$ cat src/rtl/calculator_core.sv
// Unsigned add/sub/mul/div calculator core with valid/ready handshakes on both sides.
// add/sub/mul and div-by-zero return after 1 cycle, division after WIDTH cycles; the result is held until consumed.
module calculator_core #(
   parameter int WIDTH = 8
) (
   input  logic               clk,
   input  logic               rst_n,
   input  logic               in_valid,
   output logic               in_ready,
   input  logic [WIDTH-1:0]   operand_A,
   input  logic [WIDTH-1:0]   operand_B,
   input  logic [1:0]         op_code,
   output logic               out_valid,
   input  logic               out_ready,
   output logic [2*WIDTH-1:0] result,
   output logic               out_err
);

   localparam int RW = 2 * WIDTH;
   localparam int CW = $clog2(WIDTH + 1);

   typedef enum logic [1:0] {IDLE, EXEC, DONE} state_t;

   state_t           state_q;
   logic [WIDTH-1:0] a_q, b_q, rem_q;
   logic [1:0]       op_q;
   logic [CW-1:0]    cnt_q;
   logic             in_ready_q, out_valid_q, out_err_q;
   logic [RW-1:0]    result_q;

   logic [WIDTH:0]   trial_d, diff_d;
   logic             ge_d;
   logic [WIDTH-1:0] rem_d, quot_d;
   logic [RW-1:0]    arith_d;

   // One restoring step: a_q shifts the dividend out MSB first and the quotient bits in at the LSB.
   always_comb begin
      trial_d = {rem_q, a_q[WIDTH-1]};
      diff_d  = trial_d - {1'b0, b_q};
      ge_d    = (trial_d >= {1'b0, b_q});
      rem_d   = ge_d ? diff_d[WIDTH-1:0] : trial_d[WIDTH-1:0];
      quot_d  = {a_q[WIDTH-2:0], ge_d};
      case (op_q)
         2'b00:   arith_d = RW'(a_q) + RW'(b_q);
         2'b01:   arith_d = RW'(a_q) - RW'(b_q);
         default: arith_d = RW'(a_q) * RW'(b_q);
      endcase
   end

   always_ff @(posedge clk or negedge rst_n) begin
      if (!rst_n) begin
         state_q     <= IDLE;
         a_q         <= '0;
         b_q         <= '0;
         rem_q       <= '0;
         op_q        <= '0;
         cnt_q       <= '0;
         in_ready_q  <= 1'b1;
         out_valid_q <= 1'b0;
         out_err_q   <= 1'b0;
         result_q    <= '0;
      end else begin
         case (state_q)
            IDLE: begin
               if (in_valid && in_ready_q) begin
                  a_q        <= operand_A;
                  b_q        <= operand_B;
                  op_q       <= op_code;
                  rem_q      <= '0;
                  cnt_q      <= CW'(WIDTH);
                  in_ready_q <= 1'b0;
                  state_q    <= EXEC;
               end
            end
            EXEC: begin
               if (op_q != 2'b11) begin
                  result_q    <= arith_d;
                  out_err_q   <= 1'b0;
                  out_valid_q <= 1'b1;
                  state_q     <= DONE;
               end else if (b_q == '0) begin
                  result_q    <= '1;
                  out_err_q   <= 1'b1;
                  out_valid_q <= 1'b1;
                  state_q     <= DONE;
               end else begin
                  a_q   <= quot_d;
                  rem_q <= rem_d;
                  cnt_q <= cnt_q - CW'(1);
                  if (cnt_q == CW'(1)) begin
                     result_q    <= {rem_d, quot_d};
                     out_err_q   <= 1'b0;
                     out_valid_q <= 1'b1;
                     state_q     <= DONE;
                  end
               end
            end
            DONE: begin
               if (out_ready) begin
                  out_valid_q <= 1'b0;
                  in_ready_q  <= 1'b1;
                  state_q     <= IDLE;
               end
            end
            default: state_q <= IDLE;
         endcase
      end
   end

   assign in_ready  = in_ready_q;
   assign out_valid = out_valid_q;
   assign result    = result_q;
   assign out_err   = out_err_q;

endmodule

$ cat config.mk
export PLATFORM = sky130hd
export DESIGN_NAME = calculator_core
export DESIGN_NICKNAME = d
export VERILOG_FILES = /design/src/rtl/calculator_core.sv
export SDC_FILE = /design/constraint.sdc
export NUM_CORES = 1
export LEC_CHECK = 0
export CORE_ASPECT_RATIO = 1.4
export CORE_MARGIN = 5
export CORE_UTILIZATION = 62
export CTS_BUF_LIST = sky130_fd_sc_hd__clkbuf_4
export CTS_CLUSTER_DIAMETER = 30
export DETAILED_ROUTE_END_ITERATION = 7
export PLACE_DENSITY_LB_ADDON = 0.25
export REMOVE_ABC_BUFFERS = 1
export SLEW_MARGIN = 20
export SYNTH_ARGS = -nofsm -noshare
export SYNTH_HDL_FRONTEND = slang
export SYNTH_SLANG_ARGS = --single-unit
$ cat constraint.sdc
create_clock -name clk -period 5.85 [get_ports clk]
set_input_delay 0.8775 -clock clk [delete_from_list [all_inputs] [get_ports clk]]
set_output_delay 0.8775 -clock clk [all_outputs]
set_load 0.01 [all_outputs]
==> impl_metrics.json <==
{
  "synth_top_area_share_pct": 21.9,
  "drtIter0Drc": 387,
  "ir_worst_vdd_v": 0.000168,
  "path_max_fanout": 14,
  "relSlewSlack_pct": 41.7,
  "final.min_clock_period_ns": 4.82,
  "cts-htree-levels": 2,
  "p_sw_uw": 143,
  "synth_edf_count": 0,
  "cts_made_buffers": 5,
  "yosys_warnings": 0,
  "p_sw_share_pct": 25.5,
  "grtUsageTotal_pct": 28.1,
  "grt_remaining_overflow": 0,
  "p_leak_nw": 3.05,
  "clk_latency_ns": 0.42,
  "yosys-top-cells-area": "dfrtp_1, ha_1, fa_1",
  "syn_inst": 660,
  "ys_ff_latch": 51,
  "wl_per_cell_um": 19.7,
  "postCtsSetupRepairBufs": 0,
  "fmax_mhz": 208,
  "n_fill_cell": 741,
  "cp-end-kind": "flop",
  "synth_seq_area_share_pct": 22.4,
  "cts.sinks": 51,
  "async_flop_share_pct": 100,
  "rows": 41,
  "hpwl_mm": 12.3,
  "start_util_pct": 63.2,
  "ys_types": 67,
  "cellPowerDensity_nw_per_um2": 90.0,
  "vias": 4996,
  "power_frac_comb_pct": 4.2,
  "status": "finished clean",
  "worstSetupPathType": "flop to flop",
  "grt_pass1_vias": 5069,
  "final_util_pct": 68.8,
  "clock_path_buffers": 2,
  "routed_wl_mm": 15.6,
  "maxSlewViolCount": 0,
  "yosys_most_used_dff": "dfrtp_1",
  "yosys.area.top_type": "dfrtp_1",
  "drc": 0,
  "core_um2": 9030,
  "start_kind": "flop",
  "ctsHoldBuffers": 0,
  "drt-vias-per-instance": 6.30,
  "tightest_slew_ns": 0.874,
  "power_frac_clock_pct": 32.8,
  "post-place-ws_ns": 1.08,
  "ios": 41,
  "antenna_found_initial": 1,
  "finClkSkew_ns": 0.0400,
  "area.growth.synth_to_final_pct": 8.90,
  "die_y_um": 124,
  "finalSetupTns_ns": 0,
  "gp_congestion": 0.935,
  "fin_crit_sh_pct": 82.4,
  "grt_max_degree": 52,
  "p_int_uw": 417,
  "drive_gt1_share_pct": 4.53,
  "die_w_um": 91.1,
  "r2r_cells": 15,
  "grt_pass1_wl_mm": 25.0,
  "crit_arrival_ns": 5.13,
  "synth.avg_cell_area_um2": 8.65,
  "ctsResizeCount": 0,
  "clkTransAtPathRegs_ns": 0.20,
  "rsz0062_at_grt": "no",
  "fin_ws_ns": 1.03,
  "drv_cap": 0,
  "die-area_um2": 11300,
  "hold_violations": 0,
  "cts-root-buf": "clkbuf_4",
  "numPortBuffers": 40,
  "synth.cell_area_um2": 5710,
  "finalSetupViolCount": 0,
  "nets": 811,
  "dr.pass1.iters": 5,
  "crit_required_ns": 6.16,
  "p_seq_share_pct": 63.1,
  "ant_nets": 0,
  "hp-class": "primary input to asynchronous set/reset pin",
  "cts_tree": "yes"
}
-- area by class of cell --
class / count / area [um^2] / area share (%)
multi-input combinational: 505 / 4030 / 64.8
sequential: 51 / 1280 / 20.6
timing repair buffer: 42 / 413 / 6.64
inverter: 79 / 297 / 4.77
tap: 107 / 134 / 2.15
clock buffer: 5 / 37.5 / 0.604
clock inverter: 3 / 26.3 / 0.423
antenna: 1 / 2.50 / 0.0403
-- layer usage --
layer  part of all wire [%]  GRT usage (%)  wire [um]
met1                     39           33.0       6060
met2                     51           50.7       7960
met3                    5.5           3.47        859
met4                    4.5           13.2        706
met5                      0              0          0
-- cell usage in the layout, fill, tap and decap left out, drive strengths merged, types with 3 or more instances in the layout --
master / count
nor2: 50
o21a: 5
clkbuf: 5
mux2: 10
nand2b: 9
a21o: 9
clkdlybuf4s50: 39
a21oi: 37
o41ai: 4
a211oi: 9
nand3: 14
nor3: 9
nor2b: 3
or3: 8
xor2: 3
mux2i: 14
and2: 32
nand4: 4
nand2: 58
o31a: 4
o21ai: 45
buf: 3
a211o: 3
nor4: 4
a31oi: 4
ha: 66
o21bai: 5
dfrtp: 50
xnor2: 9
fa: 39
a221oi: 4
inv: 80
o31ai: 8
o22ai: 3
-- power by group through the flow --
stage | Combinational, mW | Sequential, mW | Clock [mW]
3_3_place_gp | 0.0233 | 0.359 | 0
6_report | 0.0232 | 0.353 | 0.184
2_1_floorplan | 0.00148 | 0.359 | 0
5_1_grt | 0.0255 | 0.353 | 0.198
4_1_cts | 0.0234 | 0.353 | 0.184
3_5_place_dp | 0.0235 | 0.359 | 0
-- critical path: stages (launching register included) --
cell and delay [ns]:
dfrtp_1 0.69, nand2_1 0.14, fa_1 0.50, fa_1 0.55, inv_1 0.06, fa_1 0.52
inv_1 0.05, fa_1 0.52, inv_1 0.04, ha_1 0.44, o21ai_0 0.13, a21oi_1 0.26
a211oi_1 0.16, mux2i_1 0.14, or3_1 0.36, o211a_1 0.12
-- cells by family (layout without fill, tap and decap cells) --
group                    Yosys count  after routing  share of synthesized area, %
flip-flops                        51             51                          22.4
AND/OR/NAND/NOR                  203            203                          17.5
AO/OA/AOI/OAI                    161            161                          18.6
XOR/XNOR                          12             12                          1.84
adder cells (fa/ha/maj)          105            105                          28.1
multiplexers                      24             24                          4.43
other                              0              1                             0
buffers and inverters            104            129                          7.04
-- Yosys cell counts (all sizes together), types with 8 or more instances --
cell    number
mux2i       14
fa          39
buf         10
nor3         9
xnor2        9
nand3       14
a21o         9
and2        32
clkbuf      15
inv         78
a211oi       9
ha          66
nor2        50
o31ai        8
nand2       58
o21ai       45
or3          8
a21oi       37
nand2b       9
mux2        10
dfrtp       50
-- registers in the layout (all words and copies together) (netlist names) --
name / flops
op_q: 2
out_err: 1
out_valid: 1
cnt_q: 4
result: 16
a_q: 8
b_q: 8
rem_q: 8
state_q: 2
in_ready: 1
-- final timing paths --
path / startpoint / end / slack [ns]
worst max-delay path: a_q[1]$_DFFE_PN0P_ / result[15]$_DFFE_PN0P_ / 1.03
max in group asynchronous: rst_n / rem_q[1]$_DFFE_PN0P_ / 4.92
worst min-delay path: rst_n / cnt_q[2]$_DFFE_PN0P_ / 0.46
worst min register to register: out_valid$_DFFE_PN0P_ / out_valid$_DFFE_PN0P_ / 0.52
worst max register to register: a_q[1]$_DFFE_PN0P_ / result[15]$_DFFE_PN0P_ / 1.03
min in group clk: out_valid$_DFFE_PN0P_ / out_valid$_DFFE_PN0P_ / 0.52
-- stage by stage --
stage	cell area (um^2)	hold WS, ns	cells	total power, mW
final	6220	0.463	793	0.560
after global routing	6220	0.503	793	0.577
after CTS	6210	0.518	792	0.560
after detailed placement	6150	0.480	784	0.383
after global placement	6150	0.468	784	0.383
after floorplan	5600	0.467	635	0.361
Note: power is estimated with default switching activity, not from simulation.
